--- config.mk ---
export PLATFORM = sky130hd
export DESIGN_NAME = pipe_hazard_ctrl
export DESIGN_NICKNAME = d
export VERILOG_FILES = /design/src/rtl/pipe_hazard_ctrl_pkg.sv /design/src/rtl/pipe_hazard_ctrl_hazard_detect.sv /design/src/rtl/pipe_hazard_ctrl.sv
export SDC_FILE = /design/constraint.sdc
export NUM_CORES = 1
export LEC_CHECK = 0
export ABC_AREA = 1
export CAP_MARGIN = 20
export CORE_MARGIN = 2
export CORE_UTILIZATION = 44
export CTS_CLUSTER_DIAMETER = 120
export CTS_CLUSTER_SIZE = 12
export DETAILED_ROUTE_END_ITERATION = 10
export PLACE_DENSITY = 0.71
export SLEW_MARGIN = 20
export SYNTH_ARGS = -nofsm -noshare
export SYNTH_HDL_FRONTEND = slang
export SYNTH_SLANG_ARGS = --single-unit
--- constraint.sdc ---
create_clock -name clk -period 3.6 [get_ports clk]
set_clock_uncertainty 0.2 [all_clocks]
set_input_delay 0.54 -clock clk [delete_from_list [all_inputs] [get_ports clk]]
set_output_delay 0.54 -clock clk [all_outputs]
set_load 0.01 [all_outputs]
--- src/rtl/pipe_hazard_ctrl_pkg.sv ---
// ----------------------------------------------------------------------------
// pipe_hazard_ctrl_pkg
// Shared constants and types for the pipeline hazard/sequencer block.
//   REG_W      : register-file address width used by the core
//   WORD_WIDTH : datapath word width of the core
//   state_t    : memory-wait sequencer states (RUN / MEM_WAIT)
// ----------------------------------------------------------------------------
package pipe_hazard_ctrl_pkg;

   localparam int REG_W      = 4;
   localparam int WORD_WIDTH = 32;

   typedef enum logic {
      RUN      = 1'b0,
      MEM_WAIT = 1'b1
   } state_t;

endpackage

--- src/rtl/pipe_hazard_ctrl_hazard_detect.sv ---
// ----------------------------------------------------------------------------
// pipe_hazard_ctrl_hazard_detect
// Pure combinational RAW-hazard comparator between the ID source registers
// and the EXE / MEM destination registers.
//   FWD_EN=1 : forwarding exists, so only a load in EXE can hazard.
//   FWD_EN=0 : any writing instruction in EXE or MEM hazards.
// Ports:
//   id_src1/2, id_src1/2_vld          ID operands and their use flags
//   exe_dest, exe_wb_en, exe_mem_r_en EXE destination, writeback, load flag
//   mem_dest, mem_wb_en               MEM destination, writeback flag
//   hazard                            stall request for the ID instruction
// ----------------------------------------------------------------------------
module pipe_hazard_ctrl_hazard_detect #(
   parameter bit FWD_EN = 1'b1,
   parameter int REG_W  = pipe_hazard_ctrl_pkg::REG_W
) (
   input  logic [REG_W-1:0] id_src1,
   input  logic [REG_W-1:0] id_src2,
   input  logic             id_src1_vld,
   input  logic             id_src2_vld,
   input  logic [REG_W-1:0] exe_dest,
   input  logic             exe_wb_en,
   input  logic             exe_mem_r_en,
   input  logic [REG_W-1:0] mem_dest,
   input  logic             mem_wb_en,
   output logic             hazard
);

   logic exe_hit;
   logic mem_hit;

   assign exe_hit = exe_wb_en & ((id_src1_vld & (id_src1 == exe_dest)) |
                                 (id_src2_vld & (id_src2 == exe_dest)));
   assign mem_hit = mem_wb_en & ((id_src1_vld & (id_src1 == mem_dest)) |
                                 (id_src2_vld & (id_src2 == mem_dest)));

   // With forwarding, only a load result is unavailable in time for ID.
   assign hazard = FWD_EN ? (exe_hit & exe_mem_r_en) : (exe_hit | mem_hit);

endmodule

--- src/rtl/pipe_hazard_ctrl.sv ---
// ----------------------------------------------------------------------------
// pipe_hazard_ctrl
// Central sequencer for the 5-stage core: freeze/flush of IF, bubbles into
// ID/EXE, global freeze while data memory is busy, memory-wait watchdog and
// saturating performance counters.
// Ports:
//   clk, rst                       clock, asynchronous active-high reset
//   id_*, exe_*, mem_dest/wb_en    hazard comparator inputs
//   branch_taken                   branch resolved taken in EXE
//   mem_req, mem_ready             MEM-stage access handshake
//   perf_clr                       synchronous clear of counters and mem_err
//   if_freeze, if_flush, id_flush  front-end controls
//   global_freeze                  hold all stage registers and PC
//   mem_err                        sticky memory-timeout flag
//   stall_cnt, flush_cnt,
//   memwait_cnt                    saturating event counters
// ----------------------------------------------------------------------------
module pipe_hazard_ctrl
   import pipe_hazard_ctrl_pkg::*;
#(
   parameter bit FWD_EN      = 1'b1,
   parameter int REG_W       = pipe_hazard_ctrl_pkg::REG_W,
   parameter int CNT_W       = 16,
   parameter int MEM_TIMEOUT = 64
) (
   input  logic             clk,
   input  logic             rst,
   input  logic [REG_W-1:0] id_src1,
   input  logic [REG_W-1:0] id_src2,
   input  logic             id_src1_vld,
   input  logic             id_src2_vld,
   input  logic [REG_W-1:0] exe_dest,
   input  logic             exe_wb_en,
   input  logic             exe_mem_r_en,
   input  logic [REG_W-1:0] mem_dest,
   input  logic             mem_wb_en,
   input  logic             branch_taken,
   input  logic             mem_req,
   input  logic             mem_ready,
   input  logic             perf_clr,
   output logic             if_freeze,
   output logic             if_flush,
   output logic             id_flush,
   output logic             global_freeze,
   output logic             mem_err,
   output logic [CNT_W-1:0] stall_cnt,
   output logic [CNT_W-1:0] flush_cnt,
   output logic [CNT_W-1:0] memwait_cnt
);

   localparam int          WAIT_W    = $clog2(MEM_TIMEOUT);
   localparam logic [WAIT_W-1:0] WAIT_LAST = WAIT_W'(MEM_TIMEOUT - 1);

   state_t            state_reg, state_next;
   logic [WAIT_W-1:0] wait_cnt_reg, wait_cnt_next;
   logic              mem_err_reg;
   logic              err_set;

   logic hazard;
   logic mem_stall;
   logic timeout_hit;
   logic freeze_raw;
   logic br_act;
   logic stall_act;

   pipe_hazard_ctrl_hazard_detect #(
      .FWD_EN (FWD_EN),
      .REG_W  (REG_W)
   ) u_hazard_detect (
      .id_src1      (id_src1),
      .id_src2      (id_src2),
      .id_src1_vld  (id_src1_vld),
      .id_src2_vld  (id_src2_vld),
      .exe_dest     (exe_dest),
      .exe_wb_en    (exe_wb_en),
      .exe_mem_r_en (exe_mem_r_en),
      .mem_dest     (mem_dest),
      .mem_wb_en    (mem_wb_en),
      .hazard       (hazard)
   );

   // ------------------------------------------------------------------
   // Memory-wait sequencer. wait_cnt counts wait cycles already spent,
   // including the RUN cycle in which the wait began, so the freeze is
   // released on the MEM_TIMEOUT-th consecutive wait cycle.
   // ------------------------------------------------------------------
   assign mem_stall   = mem_req & ~mem_ready;
   assign timeout_hit = (state_reg == MEM_WAIT) && (wait_cnt_reg == WAIT_LAST);
   assign freeze_raw  = mem_stall & ~timeout_hit;

   always_ff @(posedge clk or posedge rst) begin
      if (rst) begin
         state_reg    <= RUN;
         wait_cnt_reg <= '0;
      end else begin
         state_reg    <= state_next;
         wait_cnt_reg <= wait_cnt_next;
      end
   end

   always_comb begin
      state_next    = state_reg;
      wait_cnt_next = wait_cnt_reg;
      err_set       = 1'b0;
      case (state_reg)
         RUN: begin
            if (mem_stall) begin
               state_next    = MEM_WAIT;
               wait_cnt_next = WAIT_W'(1);
            end else begin
               wait_cnt_next = '0;
            end
         end
         MEM_WAIT: begin
            if (mem_ready || timeout_hit) begin
               state_next    = RUN;
               wait_cnt_next = '0;
               // A completion in the same cycle as the deadline is not an error.
               err_set       = timeout_hit & ~mem_ready;
            end else begin
               wait_cnt_next = wait_cnt_reg + WAIT_W'(1);
            end
         end
         default: begin
            state_next    = RUN;
            wait_cnt_next = '0;
         end
      endcase
   end

   // ------------------------------------------------------------------
   // Control priority: freeze > branch flush > data-hazard stall.
   // Outputs are forced low while rst is asserted so nothing leaks out
   // of a reset taken in the middle of a memory wait.
   // ------------------------------------------------------------------
   assign br_act    = ~rst & ~freeze_raw & branch_taken;
   assign stall_act = ~rst & ~freeze_raw & ~branch_taken & hazard;

   assign global_freeze = ~rst & freeze_raw;
   assign if_flush      = br_act;
   assign if_freeze     = stall_act;
   assign id_flush      = br_act | stall_act;

   always_ff @(posedge clk or posedge rst) begin
      if (rst) begin
         mem_err_reg <= 1'b0;
      end else if (perf_clr) begin
         mem_err_reg <= 1'b0;
      end else if (err_set) begin
         mem_err_reg <= 1'b1;
      end
   end

   assign mem_err = mem_err_reg;

   // ------------------------------------------------------------------
   // Saturating event counters: 0 = stall, 1 = flush, 2 = memory wait.
   // ------------------------------------------------------------------
   logic [2:0]       cnt_inc;
   logic [CNT_W-1:0] cnt_reg [3];

   assign cnt_inc = {global_freeze, br_act, stall_act};

   generate
      for (genvar gi = 0; gi < 3; gi++) begin : g_cnt
         always_ff @(posedge clk or posedge rst) begin
            if (rst) begin
               cnt_reg[gi] <= '0;
            end else if (perf_clr) begin
               cnt_reg[gi] <= '0;
            end else if (cnt_inc[gi] && (cnt_reg[gi] != {CNT_W{1'b1}})) begin
               cnt_reg[gi] <= cnt_reg[gi] + CNT_W'(1);
            end
         end
      end
   endgenerate

   assign stall_cnt   = cnt_reg[0];
   assign flush_cnt   = cnt_reg[1];
   assign memwait_cnt = cnt_reg[2];

endmodule

# After elaboration in Yosys (flattened, before gate mapping)
# Index checks and enable logic that the tools add are counted.
# totals
register_bits	56
input_bits	27
mem_bits_ro	0
latch_bits	0
mem_bits_rw	0
out_inout_bits	53
memories	0
# op_classes
div	0
addsub	4
n_mux	16
magnitude_cmp	0
shift	0
n_eq_ne	6
bitwise	20
mul	0
reduce_logical	9
# ops
op	count
16-bit 2-to-1 mux	6
16-bit by 1-bit adder with 16-bit output, second input constant	3
16-bit != test, second input constant	3
1-bit AND	12
6-bit case mux with 2 select lines	1
4-bit equality test	2
2-bit nonzero test	4
1-bit 2-to-1 mux	7
6-bit by 1-bit adder with 6-bit output, second input constant	1
6-bit equality test, second input constant	1
6-bit 2-to-1 mux	1
1-bit inverter	6
1-bit logical AND	4
1-bit bitwise OR	2
1-bit case mux with 2 select lines	1
1-bit logical OR	1

# Longest topological paths before layout
# logic_depth
depth_word	11
ltp_mapped	12
mapped_depth_nobuf	11

# Cells and area by module
# From an unflattened synthesis, not the netlist that was laid out.
# hier_totals
cells_unflattened	536
hier_area_um2	3804.9
# modules_own_cells
module	area_per_inst_um2	n_inst	cells_per_inst
pipe_hazard_ctrl	3662.3	1	503
pipe_hazard_ctrl_hazard_detect	142.6	1	33

# Worst setup path after synthesis
# No wires, ideal clock.
# synth_timing
kind	input port to output port
startpoint	input port rst
endpoint	output port id_flush
t_arrival_ns	2.245
required_ns	2.860
path_buffers	0
path_slack_ns	0.615
cell_stages	5
cell_sequence	inv_1 nand2_2 nor2_4 nand2_1 nand2_1
# synth_between
elab_chain_cells	5
# synth_rtl
element	line	text
start, declared	pipe_hazard_ctrl.sv:27	input logic rst,
1-bit inverter (*)	pipe_hazard_ctrl.sv:136, pipe_hazard_ctrl.sv:137	
1-bit AND (*)	pipe_hazard_ctrl.sv:136, pipe_hazard_ctrl.sv:137	
1-bit AND (2 in series)	pipe_hazard_ctrl.sv:137	assign stall_act = ~rst & ~freeze_raw & ~branch_taken & hazard;
1-bit bitwise OR (*)	pipe_hazard_ctrl.sv:142	assign id_flush = br_act | stall_act;
end, declared	pipe_hazard_ctrl.sv:43	output logic id_flush,
# Mark *: on every way between the ends. The rest lies on a longest branch, timed or not.

# Worst setup path in the final report
# layout_timing
startpoint	input port exe_dest[0]
endpoint	output port id_flush
# layout_between
elab_chain_cells	7
# layout_rtl
element	line	text
start, declared	pipe_hazard_ctrl.sv:32	input logic [REG_W-1:0] exe_dest,
4-bit equality test, on equally long branches	pipe_hazard_ctrl_hazard_detect.sv:32, pipe_hazard_ctrl_hazard_detect.sv:33	
1-bit AND, on equally long branches	pipe_hazard_ctrl_hazard_detect.sv:32, pipe_hazard_ctrl_hazard_detect.sv:33	
1-bit bitwise OR (*)	pipe_hazard_ctrl_hazard_detect.sv:32	assign exe_hit = exe_wb_en & ((id_src1_vld & (id_src1 == exe_dest)) |
1-bit AND (*)	pipe_hazard_ctrl_hazard_detect.sv:32	
1-bit AND (*)	pipe_hazard_ctrl_hazard_detect.sv:38	assign hazard = FWD_EN ? (exe_hit & exe_mem_r_en) : (exe_hit | mem_hit);
1-bit AND (*)	pipe_hazard_ctrl.sv:137	
1-bit bitwise OR (*)	pipe_hazard_ctrl.sv:142	
# Marked as above.

==> reports/summary.txt <==
=====================================================================================
Most area-hungry cell type in the Yosys netlist ........................ sky130_fd_sc_hd__dfrtp_1
Result of the run ...................................................... finished, final reports clean
Tcrit/Tclk final .......................................................        0.837
Multiplexer fraction of the synthesized cell area ......................            0
Final Critical Period ..................................................      3.01 ns
Total Power ............................................................      1.15 mW
Total vias in the final route ..........................................         3489
Fmax ...................................................................      332 MHz
Largest vdd supply drop ................................................       179 uV
Worst slack on hold paths ..............................................     0.328 ns
Chip Width .............................................................      96.7 um
Cts-stage hold buffer count ............................................            0
FF+latch count, synth ..................................................           56
Dominant combinational cell family by area after synthesis ............. simple AND/OR/NAND/NOR gates
Number of synthesis warnings ...........................................            0
Max H-tree Level .......................................................            2
Top-Level Pins .........................................................           80
Count of endpoints failing setup in the final report ...................            0
First-pass DRT Iterations ..............................................            6
Distinct cell type count after synthesis ...............................           36
Placer congestion estimate .............................................        0.902
Final core utilization .................................................        0.567
Clock Path Buffers .....................................................            2
HPWL reported at the end of detailed placement .........................      6350 um
Total setup buffers inserted after CTS .................................            0
Worst hold path depth ..................................................            1
Post-synthesis share of cell area spent on and, or, nand and nor gates .        0.432
Count of antenna diodes in the layout ..................................            0
Synthesized instance count .............................................          510
Die height .............................................................      96.7 um
Sequential fraction of the synthesis area ..............................        0.371
Slew @ Worst Pin .......................................................     0.707 ns
Critical-path maximum fanout ...........................................            3
Filler cells ...........................................................          800
Required time of the critical path .....................................      2.86 ns
Max-slew headroom ......................................................        0.526
Total negative slack ...................................................         0 ns
Share of layout cells above drive strength 1 ...........................        0.101
First-pass GRT wire length .............................................     14700 um
Clock slew seen by the registers of the worst setup and hold paths .....      0.10 ns
Synth Area in Compound Gates ...........................................       0.0295
Routed length per placed instance ......................................      12.4 um
Most instantiated flip-flop cell in the synthesis netlist .............. sky130_fd_sc_hd__dfrtp_1
Master cell of the clock root buffer ................................... sky130_fd_sc_hd__clkbuf_8
Global Route Usage Sum .................................................        0.184
Category of the most critical setup path ...............................    in -> out
Total CTS buffers ......................................................            5
Synthesized netlist net count ..........................................          541
Mean post-synth cell area ..............................................   7.41 sq um
Layout Cell Area excl Fill .............................................   4680 sq um
Max-slew violation total from the final report .........................            0
Multi-input gate area ..................................................   2090 sq um
Number of gates given a new drive strength after cts ...................            0
Final nets .............................................................          613
Minimum setup slack among reg-to-reg paths .............................      1.39 ns
Instance area after placement ..........................................   4590 sq um
Top area cells in the synthesized netlist .............................. sky130_fd_sc_hd__dfrtp_1, sky130_fd_sc_hd__nand2_1, sky130_fd_sc_hd__nand3_1, sky130_fd_sc_hd__nor2_1, sky130_fd_sc_hd__xor2_1
Num rows ...............................................................           33
Number of I/O port buffers .............................................           74
Worst setup EP type .................................................... primary output
Number of cells on the worst reg-to-reg path ...........................           11
Via count of the first global-routing pass .............................         3281
Latest clock arrival within the worst-skew pair ........................      0.31 ns
Initial cell density of the core .......................................        0.458
Register cell area after layout ........................................   1400 sq um
Commonest cells in the synthesized netlist ............................. sky130_fd_sc_hd__nand2_1, sky130_fd_sc_hd__nand3_1, sky130_fd_sc_hd__nor2_1
Arr. time, crit path ...................................................      2.27 ns
Top-area cell type share of the netlist area ...........................        0.371
CTS tree ...............................................................          yes
Floorplan die area .....................................................   9350 sq um
Path category of the worst min-delay check .............................   reg -> reg
Launching element type of the critical path ............................   input port
# DRC ..................................................................            0
Core box area ..........................................................   8260 sq um
CTS sink cnt ...........................................................           56
Power per Cell Area ....................................................  245 nW/um^2
Number of antenna violations at the first check in global routing ......            0
Area added between synthesis and finish ................................        23.8%
Most frequent cell after synthesis ..................................... sky130_fd_sc_hd__nand2_1
Setup repair after global routing missed its margin ....................        false
Total standard cell area after synthesis ...............................   3780 sq um
Number of flops mapped to enable cells by yosys ........................            0
Max cap viols ..........................................................            0
Final Hold Vio Count ...................................................            0
Post-detailed-route via-to-cell ratio ..................................         5.07
DRT Wirelength .........................................................      8540 um
DRT iter0 DRCs .........................................................           86
Xor-xnor portion of the synthesized cell area ..........................       0.0788
LEAKAGE ................................................................      2.17 nW
Aggregate global routing overflow ......................................            0
Post-synth ARST share ..................................................         1.00
Largest net degree at the start of global routing ......................           35
Post-route antenna net violation count .................................            0
Post-Synth Adder-Cell Area .............................................       0.0132
=====================================================================================
## metal layers
metal | track usage | up-vias | wire, um
met5 | 0 | - | 0
met4 | 0.0455 | 0 | 78
met3 | 0.0361 | 7 | 412
met2 | 0.314 | 70 | 4080
met1 | 0.242 | 1647 | 3970
li1 | - | 1765 | -
## path summary, 6_finish.rpt
path	startpoint	to
worst max register to register	wait_cnt_reg[0]	memwait_cnt[14]
worst min register to register	wait_cnt_reg[0]	wait_cnt_reg[0]
max in group asynchronous	rst	memwait_cnt[4]
worst min-delay path	wait_cnt_reg[0]	wait_cnt_reg[0]
min in group asynchronous	rst	wait_cnt_reg[3]
worst max-delay path	exe_dest[0]	id_flush
## critical path: stages
cell,delay [ns]
sky130_fd_sc_hd__clkdlybuf4s50_1,0.52
sky130_fd_sc_hd__inv_1,0.07
sky130_fd_sc_hd__nand2_1,0.06
sky130_fd_sc_hd__nand2_1,0.05
sky130_fd_sc_hd__nor2_1,0.09
sky130_fd_sc_hd__nand3_1,0.08
sky130_fd_sc_hd__nand2_1,0.12
sky130_fd_sc_hd__nand2_1,0.13
sky130_fd_sc_hd__nand2_1,0.08
sky130_fd_sc_hd__clkdlybuf4s50_1,0.53
## placed cells by master, fill, tap and decap left out, drive strengths merged, types with 8 or more instances in the layout
| master | Yosys | final |
|---|---|---|
| nand2 | 166 | 166 |
| clkdlybuf4s50 | 0 | 74 |
| nor2 | 74 | 74 |
| nand3 | 70 | 70 |
| dfrtp | 56 | 56 |
| inv | 44 | 44 |
| xor2 | 27 | 27 |
| nand3b | 10 | 10 |
| nor3 | 10 | 10 |
| o21ai | 10 | 10 |
| nand4 | 9 | 9 |
| clkbuf | 6 | 8 |
## cell type report
| type | count | area share |
|---|---|---|
| Clock buffer | 8 | 0.0193 |
| Timing Repair Buffer | 79 | 0.169 |
| Sequential cell | 56 | 0.300 |
| Inverter | 45 | 0.0372 |
| Multi-Input combinational cell | 395 | 0.447 |
| Tap cell | 105 | 0.0281 |
## stage by stage
step | setup WS, ns | cells
2_1_floorplan | 0.615 | 510
3_3_place_gp | 0.594 | 680
3_5_place_dp | 0.581 | 680
4_1_cts | 0.581 | 688
5_1_grt | 0.481 | 688
6_report | 0.587 | 688
## logic make-up after synthesis
logic type / count (synthesis)
compound gates: 16
fa+ha+maj: 4
buf+inv: 59
flops: 56
simple gates: 341
xor+xnor: 34
## report_power, final
group | internal, mW | total, mW | switching, mW
Sequential | 0.637 | 0.648 | 0.0104
Combinational | 0.0581 | 0.140 | 0.0816
Clock | 0.158 | 0.360 | 0.202
(Power assumes the default switching activity.)
